`config.mk`:
```
export PLATFORM = sky130hd
export DESIGN_NAME = framebuffer_scanout
export DESIGN_NICKNAME = d
export VERILOG_FILES = /design/src/rtl/types_pkg.sv /design/src/rtl/framebuffer_scanout_vga_timing.sv /design/src/rtl/framebuffer_scanout.sv
export SDC_FILE = /design/constraint.sdc
export NUM_CORES = 1
export LEC_CHECK = 0
export ABC_AREA = 1
export CAP_MARGIN = 5
export CORE_MARGIN = 2
export CORE_UTILIZATION = 45
export DETAILED_ROUTE_END_ITERATION = 10
export PLACE_DENSITY = 0.64
export SYNTH_ARGS = -nofsm -noshare
export SYNTH_HDL_FRONTEND = slang
export SYNTH_SLANG_ARGS = --single-unit
```
`constraint.sdc`:
```
create_clock -name clk -period 2.1 [get_ports clk]
set_input_delay 0.525 -clock clk [delete_from_list [all_inputs] [get_ports clk]]
set_output_delay 0.525 -clock clk [all_outputs]
set_load 0.01 [all_outputs]
```
`src/rtl/types_pkg.sv`:
```
// types_pkg: shared VGA 640x480@60 timing constants and the buffer-swap
// FSM state type used by framebuffer_scanout and vga_timing.
package types_pkg;

  // Horizontal timing in pixel clocks
  localparam int H_ACTIVE = 640;
  localparam int H_FRONT  = 16;
  localparam int H_SYNC   = 96;
  localparam int H_BACK   = 48;

  // Vertical timing in lines
  localparam int V_ACTIVE = 480;
  localparam int V_FRONT  = 10;
  localparam int V_SYNC   = 2;
  localparam int V_BACK   = 33;

  typedef enum logic [1:0] {
    START   = 2'd0,
    DRAWING = 2'd1,
    READY   = 2'd2
  } swap_state_t;

endpackage

```
`src/rtl/framebuffer_scanout_vga_timing.sv`:
```
// vga_timing: free-running horizontal/vertical counters for the VGA raster.
// All outputs are combinational decodes of the counters (raw, undelayed).
//   clk          in   pixel clock
//   rstn         in   asynchronous active-low reset
//   hsync_raw    out  active-low horizontal sync
//   vsync_raw    out  active-low vertical sync
//   active       out  pixel inside the visible area
//   v_active     out  current line is a visible line
//   vblank_start out  first clock of vertical blanking (h=0, v=V_ACT)
//   line_end     out  last clock of a line
//   frame_end    out  last clock of a frame
module vga_timing
  import types_pkg::*;
#(
  parameter int H_ACT = H_ACTIVE,
  parameter int H_FP  = H_FRONT,
  parameter int H_SW  = H_SYNC,
  parameter int H_BP  = H_BACK,
  parameter int V_ACT = V_ACTIVE,
  parameter int V_FP  = V_FRONT,
  parameter int V_SW  = V_SYNC,
  parameter int V_BP  = V_BACK
) (
  input  logic clk,
  input  logic rstn,
  output logic hsync_raw,
  output logic vsync_raw,
  output logic active,
  output logic v_active,
  output logic vblank_start,
  output logic line_end,
  output logic frame_end
);

  localparam int H_TOTAL = H_ACT + H_FP + H_SW + H_BP;
  localparam int V_TOTAL = V_ACT + V_FP + V_SW + V_BP;
  localparam int HW      = $clog2(H_TOTAL);
  localparam int VW      = $clog2(V_TOTAL);

  localparam logic [HW-1:0] H_LAST   = HW'(H_TOTAL - 1);
  localparam logic [HW-1:0] H_ACT_L  = HW'(H_ACT);
  localparam logic [HW-1:0] H_SS     = HW'(H_ACT + H_FP);
  localparam logic [HW-1:0] H_SE     = HW'(H_ACT + H_FP + H_SW);
  localparam logic [VW-1:0] V_LAST   = VW'(V_TOTAL - 1);
  localparam logic [VW-1:0] V_ACT_L  = VW'(V_ACT);
  localparam logic [VW-1:0] V_SS     = VW'(V_ACT + V_FP);
  localparam logic [VW-1:0] V_SE     = VW'(V_ACT + V_FP + V_SW);

  logic [HW-1:0] h_cnt;
  logic [VW-1:0] v_cnt;

  always_ff @(posedge clk or negedge rstn) begin
    if (!rstn) begin
      h_cnt <= '0;
      v_cnt <= '0;
    end else if (line_end) begin
      h_cnt <= '0;
      v_cnt <= (v_cnt == V_LAST) ? '0 : v_cnt + 1'b1;
    end else begin
      h_cnt <= h_cnt + 1'b1;
    end
  end

  assign line_end     = (h_cnt == H_LAST);
  assign frame_end    = line_end && (v_cnt == V_LAST);
  assign v_active     = (v_cnt < V_ACT_L);
  assign active       = (h_cnt < H_ACT_L) && v_active;
  assign hsync_raw    = !((h_cnt >= H_SS) && (h_cnt < H_SE));
  assign vsync_raw    = !((v_cnt >= V_SS) && (v_cnt < V_SE));
  assign vblank_start = (h_cnt == '0) && (v_cnt == V_ACT_L);

endmodule

```
`src/rtl/framebuffer_scanout.sv`:
```
// framebuffer_scanout: streams a BUFFER_WIDTH x BUFFER_HEIGHT RGB444
// framebuffer to VGA, upscaled by SCALE per axis, and runs the double-buffer
// swap handshake with the drawing side.
//   clk           in   pixel clock
//   rstn          in   asynchronous active-low reset
//   read_en       out  buffer read strobe
//   read_addr     out  x + y*BUFFER_WIDTH
//   read_data     in   synchronous RAM data, valid one cycle after read_en
//   buffer_select out  buffer being displayed (writer uses the other one)
//   draw_start    out  one-cycle pulse after reset to begin the first frame
//   frame_done    in   writer finished, held high until acked
//   draw_ack      out  one-cycle pulse releasing the writer
//   hsync, vsync  out  active-low syncs
//   vga_de        out  active video
//   vga_r/g/b     out  colour, zero outside active video
// Pipeline: counters t, address t+1, RAM data t+2, pins t+3; syncs and de
// travel through the same three stages so they stay aligned with colour.
module framebuffer_scanout
  import types_pkg::*;
#(
  parameter int BUFFER_WIDTH      = 160,
  parameter int BUFFER_HEIGHT     = 120,
  parameter int BUFFER_DATA_WIDTH = 12,
  parameter int BUFFER_ADDR_WIDTH = $clog2(BUFFER_WIDTH * BUFFER_HEIGHT),
  parameter int SCALE             = 4,
  parameter int H_ACT             = H_ACTIVE,
  parameter int H_FP              = H_FRONT,
  parameter int H_SW              = H_SYNC,
  parameter int H_BP              = H_BACK,
  parameter int V_ACT             = V_ACTIVE,
  parameter int V_FP              = V_FRONT,
  parameter int V_SW              = V_SYNC,
  parameter int V_BP              = V_BACK
) (
  input  logic                         clk,
  input  logic                         rstn,
  output logic                         read_en,
  output logic [BUFFER_ADDR_WIDTH-1:0] read_addr,
  input  logic [BUFFER_DATA_WIDTH-1:0] read_data,
  output logic                         buffer_select,
  output logic                         draw_start,
  input  logic                         frame_done,
  output logic                         draw_ack,
  output logic                         hsync,
  output logic                         vsync,
  output logic                         vga_de,
  output logic [3:0]                   vga_r,
  output logic [3:0]                   vga_g,
  output logic [3:0]                   vga_b
);

  localparam int AW    = BUFFER_ADDR_WIDTH;
  localparam int SUB_W = (SCALE > 1) ? $clog2(SCALE) : 1;
  localparam logic [SUB_W-1:0] SUB_LAST = SUB_W'(SCALE - 1);
  localparam logic [AW-1:0]    ROW_STEP = AW'(BUFFER_WIDTH);

  // Raw timing from the counter stage
  logic hsync_raw, vsync_raw, active, v_active;
  logic vblank_start, line_end, frame_end;

  vga_timing #(
    .H_ACT(H_ACT), .H_FP(H_FP), .H_SW(H_SW), .H_BP(H_BP),
    .V_ACT(V_ACT), .V_FP(V_FP), .V_SW(V_SW), .V_BP(V_BP)
  ) u_timing (
    .clk          (clk),
    .rstn         (rstn),
    .hsync_raw    (hsync_raw),
    .vsync_raw    (vsync_raw),
    .active       (active),
    .v_active     (v_active),
    .vblank_start (vblank_start),
    .line_end     (line_end),
    .frame_end    (frame_end)
  );

  // ---------------- incremental address generator ----------------
  // x/sub_x track h_cnt/SCALE and h_cnt%SCALE; row_base/sub_y track the
  // buffer row. Kept in step with the counters so row_base + x is the
  // address of the pixel the counters point at in the same cycle.
  logic [SUB_W-1:0] sub_x_reg, sub_y_reg;
  logic [AW-1:0]    x_reg, row_base_reg;

  always_ff @(posedge clk or negedge rstn) begin
    if (!rstn) begin
      sub_x_reg    <= '0;
      sub_y_reg    <= '0;
      x_reg        <= '0;
      row_base_reg <= '0;
    end else if (frame_end) begin
      sub_x_reg    <= '0;
      sub_y_reg    <= '0;
      x_reg        <= '0;
      row_base_reg <= '0;
    end else if (line_end) begin
      sub_x_reg <= '0;
      x_reg     <= '0;
      if (v_active) begin
        if (sub_y_reg == SUB_LAST) begin
          sub_y_reg    <= '0;
          row_base_reg <= row_base_reg + ROW_STEP;
        end else begin
          sub_y_reg <= sub_y_reg + 1'b1;
        end
      end
    end else if (active) begin
      if (sub_x_reg == SUB_LAST) begin
        sub_x_reg <= '0;
        x_reg     <= x_reg + 1'b1;
      end else begin
        sub_x_reg <= sub_x_reg + 1'b1;
      end
    end
  end

  // ---------------- delay pipeline ----------------
  logic          read_en_reg;
  logic [AW-1:0] read_addr_reg;
  logic          hs_d1_reg, vs_d1_reg;
  logic          de_d2_reg, hs_d2_reg, vs_d2_reg;
  logic          vga_de_reg, hsync_reg, vsync_reg;
  logic [3:0]    r_reg, g_reg, b_reg;

  always_ff @(posedge clk or negedge rstn) begin
    if (!rstn) begin
      read_en_reg   <= 1'b0;
      read_addr_reg <= '0;
      hs_d1_reg     <= 1'b1;
      vs_d1_reg     <= 1'b1;
      de_d2_reg     <= 1'b0;
      hs_d2_reg     <= 1'b1;
      vs_d2_reg     <= 1'b1;
      vga_de_reg    <= 1'b0;
      hsync_reg     <= 1'b1;
      vsync_reg     <= 1'b1;
      r_reg         <= 4'd0;
      g_reg         <= 4'd0;
      b_reg         <= 4'd0;
    end else begin
      // Stage 1: address and strobe
      read_en_reg <= active;
      if (active) begin
        read_addr_reg <= row_base_reg + x_reg;
      end
      hs_d1_reg <= hsync_raw;
      vs_d1_reg <= vsync_raw;
      // Stage 2: RAM is producing read_data for the stage-1 address
      de_d2_reg <= read_en_reg;
      hs_d2_reg <= hs_d1_reg;
      vs_d2_reg <= vs_d1_reg;
      // Stage 3: pins
      vga_de_reg <= de_d2_reg;
      hsync_reg  <= hs_d2_reg;
      vsync_reg  <= vs_d2_reg;
      r_reg      <= de_d2_reg ? read_data[11:8] : 4'd0;
      g_reg      <= de_d2_reg ? read_data[7:4]  : 4'd0;
      b_reg      <= de_d2_reg ? read_data[3:0]  : 4'd0;
    end
  end

  // ---------------- swap FSM ----------------
  swap_state_t state_reg;
  logic        draw_start_reg, draw_ack_reg, buffer_select_reg;

  always_ff @(posedge clk or negedge rstn) begin
    if (!rstn) begin
      state_reg         <= START;
      draw_start_reg    <= 1'b0;
      draw_ack_reg      <= 1'b0;
      buffer_select_reg <= 1'b0;
    end else begin
      draw_start_reg <= 1'b0;
      draw_ack_reg   <= 1'b0;
      case (state_reg)
        START: begin
          draw_start_reg <= 1'b1;
          state_reg      <= DRAWING;
        end
        DRAWING: begin
          // The writer only drops frame_done after it sees draw_ack, so the
          // level still present during the ack cycle belongs to the frame
          // just swapped and must not arm another swap.
          if (frame_done && !draw_ack_reg) begin
            if (vblank_start) begin
              buffer_select_reg <= ~buffer_select_reg;
              draw_ack_reg      <= 1'b1;
            end else begin
              state_reg <= READY;
            end
          end
        end
        READY: begin
          if (vblank_start) begin
            buffer_select_reg <= ~buffer_select_reg;
            draw_ack_reg      <= 1'b1;
            state_reg         <= DRAWING;
          end
        end
        default: state_reg <= START;
      endcase
    end
  end

  assign read_en       = read_en_reg;
  assign read_addr     = read_addr_reg;
  assign buffer_select = buffer_select_reg;
  assign draw_start    = draw_start_reg;
  assign draw_ack      = draw_ack_reg;
  assign hsync         = hsync_reg;
  assign vsync         = vsync_reg;
  assign vga_de        = vga_de_reg;
  assign vga_r         = r_reg;
  assign vga_g         = g_reg;
  assign vga_b         = b_reg;

endmodule

```
---- Word level (Yosys, flattened, before mapping) ----
Index checks and enable logic that the tools add are counted.
W data, S select, Z words.
word-level totals
  logic and storage cells ................. 101
  bits in registers ....................... 95
  input port bits ......................... 15
  output and inout port bits .............. 34
operators by class
  order comparisons ....................... 6
  multiplexer cells ....................... 32
  equal/unequal tests ..................... 10
  reductions and logical operators ........ 22
  bitwise gates (word level) .............. 1
  add/sub/neg operators ................... 7
operators with widths
  kind                     count
  $mux W15                 8
  $mux W2                  11
  $add A10 B1 Y10 const B  2
  $eq A10 B10 Y1 const B   2
  $lt A10 B10 Y1 const B   2
  $lt A10 B9 Y1 const B    2
  $mux W10                 2
  $add A15 B1 Y15 const B  1
  $add A15 B15 Y15         1
  $add A15 B8 Y15 const B  1
  $mux W4                  3
  $eq A10 B9 Y1 const B    1
  $ge A10 B10 Y1 const B   1
  $ge A10 B9 Y1 const B    1
  $logic_not A10 Y1        1
  $reduce_bool A2 Y1       4
  $eq A2 B2 Y1 const B     3
  $logic_and A1 B1 Y1      6
  $pmux W2 S3              1
  $reduce_and A2 Y1        3
  $reduce_and A3 Y1        2
  $reduce_bool A3 Y1       2
  $mux W1                  5
  $add A2 B1 Y2 const B    2
  7 further kinds          11

---- Depth between registers and ports, before layout ----
Gate-level depths: netlist of run 1.
  word-level depth ........................ 5
  gate-level depth with buffers ........... 12
  mapped depth without buffers ............ 11

---- Cells and area by module ----
Synthesis of run 1 repeated with hierarchy kept, for this count alone.
unflattened totals
  cells, all modules ...................... 577
  area total of the unflattened synthesis .. 4697.0 sq um
modules (own cells, without submodules)
  module               cells an instance  area each (sq um)  sequential area each (sq um)  instances
  framebuffer_scanout  415                3475.8             1759.2                        1
  vga_timing           162                1221.2             500.5                         1

---- Least setup slack after synthesis of run 1 ----
Ideal clock, no wire load.
  path kind ............................... flip-flop to flip-flop
  start point ............................. register u_timing.v_cnt[0]
  end point ............................... register row_base_reg[8]
  required time ........................... 1.984 ns
  slack ................................... 0.529 ns
  arrival time ............................ 1.455 ns
  period minus slack after synthesis ...... 1.571 ns
  buffers on the path ..................... 1
  setup time .............................. 0.116 ns
  stages on the path, launching flop included .. 13
  cell sequence ........................... dfrtp_1 -> inv_1 -> ha_1 -> inv_1 -> nor2_1 -> nand3_1 -> nor2_1 -> nand2_2 -> buf_6 -> nand2_2 -> nand2_4 -> nand2_1 -> nand2_1
between the ends
  word-level cells in the longest chain between the ends .. 4
  elaborated cells on any way between the ends .. 8
  those cells by class .................... 1 x order compare; 1 x eq/ne; 1 x mux; 5 x reduce/logical
RTL lines
  what                                                                   line                                  source
  from (decl)                                                            framebuffer_scanout_vga_timing.sv:50  logic [VW-1:0] v_cnt;
  from (signal assigned)                                                 framebuffer_scanout_vga_timing.sv:58  v_cnt <= (v_cnt == V_LAST) ? '0 : v_cnt + 1'b1;
  parallel branches: the longest is 4 deep, another holds $lt A10 B9 Y1  n/a
  to (signal assigned)                                                   framebuffer_scanout.sv:100            row_base_reg <= row_base_reg + ROW_STEP;
  to (decl)                                                              framebuffer_scanout.sv:81             logic [AW-1:0] x_reg, row_base_reg;
Several ways; the timed one is not identified.
A chain may end at the register's enable or synchronous reset.

---- Final worst setup path of run 1 ----
  start point ............................. register hsync_reg, in the netlist hsync
  end point ............................... output port hsync
RTL lines
  what                    line                        source
  from (decl)             framebuffer_scanout.sv:120  logic vga_de_reg, hsync_reg, vsync_reg;
  from (signal assigned)  framebuffer_scanout.sv:152  hsync_reg <= hs_d2_reg;
  to (decl)               framebuffer_scanout.sv:44   output logic hsync,
No word-level cell between the ends.

==> impl_metrics.toml, run 1 <==
[outcome]
outcome = "completed"

[grt]
grt_antenna_before_repair = 0
grt_pass1_vias = 3708
track_usage_pct = 18.3
grt_start_max_net_pins = 43
grt_pass1_wl_um = 17200
overflow = 0

[pwr]
p_sw_mw = 0.852
cellPowerDensity_mw_per_mm2 = 559
swShare_pct = 26.4
p_int_mw = 2.38
ir_drop_mv = 0.402
p_leak_nw = 2.96
fin_total_pwr_mw = 3.23
power_frac_comb_pct = 9.3
pwr-share-clk_pct = 35.3
power_frac_seq_pct = 55.4

[sta]
setup_viol = 0
max_freq_mhz = 514
setup_tns_ns = 0
relSlewSlack_pct = 66.8
skew_ns = 0.0121
hold_viol_final = 0
fin_crit_ns = 1.95
slew_viol_final = 0
worst_slew_pin_slew_ns = 0.498
rsz0062_at_grt = "no"
finalCritPeriodShare_pct = 92.7

[synthesis]
syn_area_mm2 = 0.00494
synth.distinct_cells = 33
async_reset_ff_share_pct = 100
ys_seq_area_share_pct = 45.8
synth-edff-count = 0
syn_nets = 664
avgSynthCellArea_um2 = 7.85
synth_seq_cells = 90
synth_ff_type = "dfrtp_1"
ys_warn_count = 0
synth_cells = 629

[detailed_routing]
drt-initial-drc-count = 266
drc_errors = 0
drtPass1Iterations = 5
routedWlPerCell_um = 12.1
via_per_inst = 4.88
dr_total_vias = 4059
detail-route-antenna-nets = 0
wl_um = 10000

[floorplanning]
die-area_mm2 = 0.0118
initial_core_util_pct = 45.7
ioPinCount = 49
rows = 38
die_y_um = 109
core_area_mm2 = 0.0108
die-width_um = 109

[min_path]
hold_class = "in2async"

[worst_setup_path]
arrival_ns = 1.42
crit_family = "flip-flops"
path_class = "reg2out"
reg2reg_from = "u_timing.h_cnt[0]"
start_kind = "flip-flop"
critPathBufInv = 1
required_ns = 1.57
rr_worst_depth = 9
crit_path_end_kind = "output pin"
max_stage_delay_ns = 0.53
slowest_stage = "dfstp_2"
r2r_setup_slack_ns = 0.27
cp_max_fo = 1
r2r_end = "u_timing.v_cnt[6]"
path_cells = "clkdlybuf4s50_1"

[finish]
drive_above_1_share_pct = 7.53
antennaDiodeCount = 0
finalCoreUtilization_pct = 53.6
final_cells = 831
final_nets = 721
area_growth_pct = 17.2

[clocking]
ctsResizeCount = 0
cts_tree = "built"
cts_max_level = 3
cts-buffers-inserted = 9
cts-root-buf = "clkbuf_8"
post_cts_buffers = 0
cts_sinks = 90
worstSkewPairLatency_ns = 0.38
path_clk_slew_ns = 0.10
hold_buffers = 0
cts_buffer_depth = 2

[placement]
dpl.cell_count = 815
dp_hpwl_um = 7340
io_buffers = 48
finalWeightedCongestion = 0.874

[flow_run]
cap_viol_max_count = 0
[power groups by stage]
| stage | clock network [mW] | registers (mW) | logic, mW |
|---|---|---|---|
| after global routing | 1.25 | 1.80 | 0.339 |
| final | 1.14 | 1.79 | 0.299 |
| after CTS | 1.18 | 1.79 | 0.306 |
| after detailed placement | 0 | 1.83 | 0.304 |
| after floorplan | 0 | 1.84 | 0.141 |
| after global placement | 0 | 1.82 | 0.289 |
[final cells by class]
class                   count  area (µm²)
inverters                  86         328
repair buffers             55         543
fillers                  1009        5010
clock buffers              10         138
flip-flops and latches     90        2260
multi-input cells         444        2290
well taps                 140         175
clock inverters             6        48.8
[Yosys cell counts (5+ instances only)]
library cell | n | area, µm²
ha_1 | 20 | 250
dfrtp_1 | 84 | 2100
nand3_1 | 43 | 215
inv_1 | 83 | 312
a21oi_1 | 16 | 80.1
xnor2_1 | 7 | 61.3
nor2_1 | 56 | 210
nor3_1 | 12 | 60.1
o21bai_1 | 6 | 45.0
dfstp_2 | 6 | 158
nand4_1 | 27 | 169
nand2_2 | 5 | 31.3
xor2_1 | 11 | 96.3
o21ai_0 | 22 | 110
nand2_1 | 195 | 732
[through the flow]
stage / hold slack (ns) / setup WS, ns / cell area [µm²]
2_1_floorplan: 0.229 / 0.529 / 4940
3_3_place_gp: 0.346 / 0.339 / 5600
6_report: 0.103 / 0.153 / 5780
5_1_grt: 0.128 / 0.0581 / 5780
3_5_place_dp: 0.347 / 0.280 / 5600
4_1_cts: 0.115 / 0.130 / 5780
[layout by cell type (no fill, tap or decap), drive strengths merged, types with 2 or more instances in the layout]
cell type,n
buf,8
nand3b,4
nor3,12
dfstp,6
xor2,11
a21oi,16
o21ai,23
clkinv,4
nand4,27
clkbuf,10
o21bai,6
dfrtp,84
xnor2,7
clkdlybuf4s50,47
inv,85
nor2,62
nor3b,2
or2,4
ha,20
nand2,202
clkinvlp,3
nand3,46
[worst max-delay path by stage]
stage	startpoint	endpoint	depth (start not counted)	slack, ns
detailed placement	frame_done	buffer_select	6	0.28
CTS	hsync	hsync	1	0.13
global route	u_timing.h_cnt[0]	u_timing.v_cnt[6]	9	0.06
floorplan	u_timing.v_cnt[0]	row_base_reg[8]	12	0.53
global placement	frame_done	buffer_select	6	0.34
finish	hsync	hsync	1	0.15
[routing by layer]
| metal | share of wire, % | track usage [%] | vias up |
|---|---|---|---|
| met5 | 0 | 0 | - |
| met4 | 1.6 | 7.42 | 0 |
| met3 | 3.7 | 2.75 | 11 |
| met2 | 46 | 29.7 | 82 |
| met1 | 48 | 24.6 | 1850 |
| li1 | - | - | 2116 |
[logic make-up (layout without fill, tap and decap cells)]
logic type	Yosys count	in the layout	synth area share, %
flip-flops	90	90	45.8
AND/OR/NAND/NOR	359	359	32.9
AO/OA/AOI/OAI	47	47	5.27
XOR/XNOR	18	18	3.19
adder cells (fa/ha/maj)	20	20	5.07
buffers and inverters	95	157	7.81
Power figures use the tool's default switching activity.
==> inputs of run 2 (changes only) <==
Settings changed: CORE_MARGIN 2 to default.
==> run 2 against run 1 <==
Effect of this change: highest routed layer unchanged; critical path type unchanged; clock power rose by 17%; largest cell class unchanged; combinational power fell by 3%; cell count fell by 0.48%; critical path depth stayed put; global-route usage is 0.87 points higher.
==> impl_metrics.toml, run 2 (synthesis results as in run 1) <==
[outcome]
outcome = "completed"

[finish]
area_growth_pct = 18.1
drive_above_1_share_pct = 7.53
nFillCells = 961
final_cells = 827
multi_input_area_mm2 = 0.00229
final_nets = 721
antennaDiodeCount = 0
final_common_cell = "nand2_1"
seqCellArea_mm2 = 0.00226
final_cell_mix = "nand2_1 (195), dfrtp_1 (84), inv_1 (83)"

[pwr]
cellPowerDensity_mw_per_mm2 = 586
p_leak_nw = 2.99
ir_drop_mv = 0.458

[grt]
grt_pass1_vias = 3821
grt_antenna_before_repair = 0
grt_start_max_net_pins = 39
track_usage_pct = 19.2
grt_pass1_wl_um = 17400
overflow = 0

[floorplanning]
die-area_mm2 = 0.0114
die-width_um = 107
rows = 37
initial_core_util_pct = 47.2
core_area_mm2 = 0.0105
die_y_um = 107
ioPinCount = 49

[sta]
slew_viol_final = 0
finalCritPeriodShare_pct = 92.6
rsz0062_at_grt = "no"
max_freq_mhz = 514
relSlewSlack_pct = 66.3
skew_ns = 0.00900
fin_crit_ns = 1.94
worst_slew_pin_slew_ns = 0.505
setup_tns_ns = 0
setup_viol = 0
hold_viol_final = 0

[detailed_routing]
via_per_inst = 4.91
wl_um = 9980
routedWlPerCell_um = 12.1
detail-route-antenna-nets = 0
drtPass1Iterations = 4
drt-initial-drc-count = 256
dr_total_vias = 4063
drc_errors = 0

[clocking]
cts-root-buf = "clkbuf_8"
ctsResizeCount = 0
worstSkewPairLatency_ns = 0.37
cts_tree = "built"
cts_buffer_depth = 2
cts_max_level = 3
post_cts_buffers = 0
cts-buffers-inserted = 9
hold_buffers = 0
cts_sinks = 90
path_clk_slew_ns = 0.09

[placement]
finalWeightedCongestion = 0.848
io_buffers = 48
dp_hpwl_um = 7270
dpl.cell_count = 811

[min_path]
hold_class = "in2async"

[worst_setup_path]
crit_family = "flip-flops"
arrival_ns = 1.42
start_kind = "flip-flop"
critPathBufInv = 1
max_stage_delay_ns = 0.53
path_class = "reg2out"
required_ns = 1.57
crit_path_end_kind = "output pin"
path_cells = "clkdlybuf4s50_1"
cp_max_fo = 1
slowest_stage = "dfstp_2"

[flow_run]
cap_viol_max_count = 0
==> run 2: cell count changes in the layout (fill, tap and decap cells not counted), sizes merged <==
cell,change
clkinv,+2
clkbuf,-1
bufinv,+2
clkinvlp,-2
inv,-1
==> run 2: power by group <==
| group | switching [mW] | internal, mW |
|---|---|---|
| Combinational | 0.155 | 0.137 |
| Sequential | 0.0183 | 1.77 |
| Clock | 0.655 | 0.680 |
==> run 2: worst paths after layout <==
kind | start | end | depth (start not counted) | slack [ns]
worst max-delay path | vsync | vsync | 1 | 0.16
worst min-delay path | rstn | vga_b[3] | 1 | 0.12
worst max register to register | u_timing.h_cnt[0] | row_base_reg[6] | 11 | 0.34
worst min register to register | hs_d1_reg | hs_d2_reg | 0 | 0.36
max in group asynchronous | rstn | vsync | 2 | 1.38
min in group clk | hs_d1_reg | hs_d2_reg | 0 | 0.36
==> run 2: final cells by class <==
type | count | area share, %
tap | 136 | 2.92
multi-input combinational | 444 | 39.3
sequential | 90 | 38.8
inverter | 86 | 5.62
clock inverter | 7 | 1.76
timing repair buffer | 55 | 9.53
clock buffer | 9 | 2.12
==> run 2: metal layers <==
metal / vias to the layer above / wire [µm] / global-route usage (%)
met5: - / 0 / 0
met4: 0 / 204 / 9.20
met3: 15 / 317 / 2.86
met2: 69 / 4450 / 30.4
met1: 1867 / 5010 / 25.7
li1: 2112 / - / -
==> run 2: stage by stage <==
| stage | power (mW) | setup WS, ns | util (%) | area, µm² | hold WS [ns] |
|---|---|---|---|---|---|
| floorplan | 1.98 | 0.529 | - | 4940 | 0.229 |
| global placement | 2.12 | 0.319 | 53.6 | 5600 | 0.346 |
| detailed placement | 2.12 | 0.296 | 53.6 | 5600 | 0.348 |
| CTS | 3.47 | 0.132 | 55.7 | 5830 | 0.117 |
| global route | 3.59 | 0.114 | 55.7 | 5830 | 0.135 |
| finish | 3.42 | 0.156 | 55.7 | 5830 | 0.118 |
==> RTL change 1, RTL diff (config.mk and constraints of run 1) <==
Take the reset off `r_reg`, `g_reg` and `b_reg` and load them in a clocked block of their own.
--- a/src/rtl/framebuffer_scanout.sv
+++ b/src/rtl/framebuffer_scanout.sv
@@ -134,5 +134,2 @@
       vsync_reg     <= 1'b1;
-      r_reg         <= 4'd0;
-      g_reg         <= 4'd0;
-      b_reg         <= 4'd0;
     end else begin
@@ -153,6 +150,9 @@
       vsync_reg  <= vs_d2_reg;
-      r_reg      <= de_d2_reg ? read_data[11:8] : 4'd0;
-      g_reg      <= de_d2_reg ? read_data[7:4]  : 4'd0;
-      b_reg      <= de_d2_reg ? read_data[3:0]  : 4'd0;
     end
+  end
+
+  always_ff @(posedge clk) begin
+    r_reg <= de_d2_reg ? read_data[11:8] : 4'd0;
+    g_reg <= de_d2_reg ? read_data[7:4]  : 4'd0;
+    b_reg <= de_d2_reg ? read_data[3:0]  : 4'd0;
   end
Check against the original RTL: differs if rstn is asserted again (counterexample within 4 cycles, from zero or initial values and one cycle with rstn low); with rstn held inactive, the same outputs for 10 cycles.
==> RTL change 1 against run 1 <==
Worst setup slack better by 5.1 ps; total power is 1.1% higher; first-iteration DRC count is 6.0% lower; die area is 0.43% lower; via count hardly changed; critical path depth stayed put; final area is 1.1% lower; clock power is 4% higher; sequential cell count stayed put; non-clock buffer count is 1 lower; routed wire length is 1.0% lower; area after synthesis is 0.46% lower; largest cell class unchanged.
==> RTL change 1: results (changes against run 1) <==
- Syn Nets: 660 (-0.60%)
- Worst min path class: in -> async
- Iter 0 DRT Violations: 250 (-6.0%)
- Status: finished clean
- Area post-placement: 5520 um^2 (-1.4%)
- Routed WL: 9940 um (-1.0%)
- H-Tree Level Count: 3 (unchanged)
- Crit-path slowest cell: dfstp_2
- DR pass1 iterations: 5 (unchanged)
- Via-to-Cell Ratio: 4.94 (+1.1%)
- R2R depth: 11 (+2)
- Crit Path Max Fanout: 1 (unchanged)
- Reg2reg setup slack: 260 ps
- HPWL Detailed: 7400 um (+0.77%)
- CTS Root Cell: clkbuf_8
- Lkg Pwr: 2.82 nW (-4.7%)
- Antenna diode count: 0 (unchanged)
- Part of the Yosys area used for sequential elements: 44.8% (-1.0 points)
- First-pass GRT wire length: 17300 um (+1.0%)
- Cells after DPL: 806 (-1.1%)
- Worst-skew pair later-pin latency: 360 ps (-20 ps)
- GPL Wtd Cong: 0.882 (+1.0%)
- CTS resizes: 0 (unchanged)
- Share of cells above drive strength 1: 9.68% (+2.2 points)
- Area contributors post-synth: dfrtp_1 (37%), nand2_1 (13%), inv_1 (6.0%)
- ANT nets after route: 0 (unchanged)
- CP delay by family, top: flip-flops
- Post-synthesis cell type count: 39 (+18%)
- Worst r2r src: u_timing.v_cnt[0]$_DFFE_PN0P_
- Synth cell count leaders: nand2_1 (174), inv_1 (78), dfrtp_1 (72)
- VDD IR max: 509 uV (+27%)
- Port Buf Inserts: 48 (unchanged)
- Longest Clk Path Bufs: 2 (unchanged)
- Top FF cell, synth: dfrtp_1
- Worst-path clk slew: 100 ps (about the same)
- Number of post-CTS setup repair buffers: 0 (unchanged)
- Vias in the first global route: 3826 (+3.2%)
- Yosys Warn Count: 0 (unchanged)
- Fill count: 1052 (+4.3%)
- Detailed-route wire length per cell: 12.1 um (about the same)
- GRT Total Usage: 18.4% (+0.12 points)
- Worst R2R End: row_base_reg[10]$_DFFE_PN0P_
- Worst Skew: 11.2 ps (-0.922 ps)
- Async SR Flop Fraction: 86.7% (-13 points)
- Critical path data arrival time: 1420 ps (about the same)
- Slowest cell delay on critical path: 530 ps (about the same)
- Inserted Clock Buffers: 9 (unchanged)
- Syn_area_per_cell: 7.86 um^2 (+0.18%)
- Net count, final: 712 (-1.2%)
- Largest net degree at the start of global routing: 41 (-4.7%)
- Tightest Pin Transition: 529 ps (+31.6 ps)
- Initial antenna violation count: 0 (unchanged)
## RTL change 1: cell types whose count changed after synthesis, sizes merged, moves of 11 or more
cell | before | now
dfrtp | 84 | 72
dfxtp | 0 | 12
nand4 | 27 | 11
nand3 | 46 | 57
nand2 | 202 | 184
o21ai | 23 | 39
## RTL change 1: final cells by class
cell class,instances,area (um^2),area share [%]
Inverter,83,314,5.49
Clock buffer,9,124,2.17
Multi-Input combinational cell,439,2290,40.1
Sequential cell,90,2200,38.5
Clock inverter,7,78.8,1.38
Tap cell,140,175,3.06
Timing Repair Buffer,54,536,9.36
## RTL change 1: worst max-delay path by stage
stage	cells past startpoint	slack [ps]	from	endpoint
2_1_floorplan	12	480	u_timing.v_cnt[0]$_DFFE_PN0P_	row_base_reg[13]$_DFFE_PN0P_
3_3_place_gp	11	390	u_timing.v_cnt[0]$_DFFE_PN0P_	row_base_reg[10]$_DFFE_PN0P_
3_5_place_dp	11	330	u_timing.v_cnt[0]$_DFFE_PN0P_	row_base_reg[9]$_DFFE_PN0P_
4_1_cts	1	130	vsync$_DFF_PN1_	vsync
5_1_grt	12	50	u_timing.v_cnt[0]$_DFFE_PN0P_	row_base_reg[12]$_DFFE_PN0P_
6_report	1	160	vsync$_DFF_PN1_	vsync
## RTL change 1: metrics by stage
| step | worst slack [ps] | hold slack, ps | power (W) |
|---|---|---|---|
| finish | 158 | 133 | 0.00327 |
| global route | 51.4 | 144 | 0.00343 |
| CTS | 128 | 133 | 0.00333 |
| detailed placement | 328 | 348 | 0.00211 |
| global placement | 390 | 346 | 0.00209 |
| floorplan | 484 | 229 | 0.00197 |
## RTL change 1: cells by family (layout without fill, tap and decap cells)
| kind of cell | after synthesis | in the layout | share of synthesized area (%) |
|---|---|---|---|
| compound gates | 60 | 60 | 7.18 |
| xor+xnor | 15 | 15 | 2.67 |
| fa+ha+maj | 20 | 20 | 5.09 |
| buf+inv | 96 | 153 | 8.58 |
| flops | 90 | 90 | 44.8 |
| simple gates | 344 | 344 | 31.7 |
## RTL change 1: routing by layer
metal,part of all wire [%],vias up,track usage (%)
met5,0,-,0
met4,0.69,0,6.04
met3,3.9,4,3.38
met2,47,72,29.6
met1,48,1892,25.2
li1,-,2093,-
## RTL change 1: where the power goes
group	leakage (nW)	internal, W	switching, W	total [W]
registers	1.11	0.00177	0.0000215	0.00179
logic	1.60	0.000129	0.000153	0.000282
clock network	0.104	0.000478	0.000716	0.00119
total	2.82	0.00238	0.000891	0.00327
==> RTL change 2, RTL diff (settings of run 1) <==
Without the edit above. The package constant `H_BACK` goes from 48 to 72.
--- a/src/rtl/types_pkg.sv
+++ b/src/rtl/types_pkg.sv
@@ -8,3 +8,3 @@
   localparam int H_SYNC   = 96;
-  localparam int H_BACK   = 48;
+  localparam int H_BACK   = 72;
 
Function: no difference found for any inputs over 10 cycles, from zero or initial values and one cycle with rstn low; that may be too few to reach the edited logic, so the function may still have changed.
==> RTL change 2 against run 1 <==
Synthesized cell count down 0.16%; clock power down 5%; worst setup slack better by 4.5 ps; final area increased by 0.39%; sequential cell count unchanged; routed wire length grew 4.7%; area after synthesis is 1.0% higher; total power decreased by 2.0%; count of clock-buffer cells in the layout increased by 4; critical path type unchanged.
==> RTL change 2: results (changes against run 1) <==
- Fin crit share: 92.5% (-0.21 points)
- Syn Nets: 663 (-0.15%)
- Reg2reg setup slack: 290 ps (+20 ps)
- GR Util met2: 34.1% (+4.4 points)
- Mapped Cells: 628 (-0.16%)
- Status: finished clean
- Inserted Clock Buffers: 9 (unchanged)
- Post-Layout Cell Count: 827 (-0.48%)
- Fill count: 1028 (+1.9%)
- Lkg Pwr: 2.92 nW (-1.1%)
- Worst-path clk slew: 80 ps (-20 ps)
- Synth Area in XOR/XNOR: 2.99% (-0.21 points)
- Worst Skew: 7.37 ps (-4.71 ps)
- Worst r2r src: u_timing.v_cnt[0]$_DFFE_PN0P_
- Tightest Pin Transition: 561 ps (+63.5 ps)
- Share of cells above drive strength 1: 9.02% (+1.5 points)
- Global-route met1 utilization: 22.7% (-1.9 points)
- First-pass GRT wire length: 18000 um (+4.8%)
- Synth cell count leaders: nand2_1 (175), dfrtp_1 (84), inv_1 (83)
- VDD IR max: 436 uV (+8.5%)
- Cells after DPL: 811 (-0.49%)
- Via count: 4166 (+2.6%)
- R2R depth: 11 (+2)
- Iter 0 DRT Violations: 203 (-24%)
- Synth Area in Compound Gates: 7.25% (+2.0 points)
- Global routing usage on met3: 3.65% (+0.90 points)
- Part of the Yosys area used for sequential elements: 45.3% (-0.46 points)
- Worst R2R End: row_base_reg[14]$_DFFE_PN0P_
- Net count, final: 717 (-0.55%)
- Longest Clk Path Bufs: 2 (unchanged)
- Area post-placement: 5630 um^2 (+0.60%)
- Adder-Cell Fraction of Synth Area: 5.02% (-0.051 points)
- GPL Wtd Cong: 0.827 (-5.3%)
- Largest net degree at the start of global routing: 42 (-2.3%)
- Vias in the first global route: 4075 (+9.9%)
- Post-synthesis cell type count: 35 (+6.1%)
- GRT Total Usage: 19.2% (+0.90 points)
- Area contributors post-synth: dfrtp_1 (42%), nand2_1 (13%), inv_1 (6.2%)
- HPWL Detailed: 7750 um (+5.6%)
- Routed WL: 10500 um (+4.7%)
==> RTL change 2: cell count changes after synthesis, sizes merged, moves of 4 or more <==
cell	before	now
buf	7	11
inv	83	87
nand2	202	181
a21oi	16	9
o21ai	23	39
==> RTL change 2: power by group <==
| group | total [W] | switching (W) | internal, W |
|---|---|---|---|
| combinational | 0.000294 | 0.000159 | 0.000135 |
| clock | 0.00108 | 0.000587 | 0.000495 |
| sequential | 0.00179 | 0.0000196 | 0.00177 |
==> RTL change 2: per-layer routing <==
metal	vias to the layer above	wire (um)
met4	0	150
li1	2117	-
met2	94	5190
met1	1944	4740
met3	11	449
met5	-	0
==> RTL change 2: layout make-up <==
cell class,instances,area [um^2],area share (%)
multi-input cells,438,2320,39.9
flip-flops and latches,90,2260,38.9
well taps,140,175,3.02
repair buffers,56,551,9.48
inverters,87,327,5.62
clock inverters,2,12.5,0.216
clock buffers,14,163,2.80
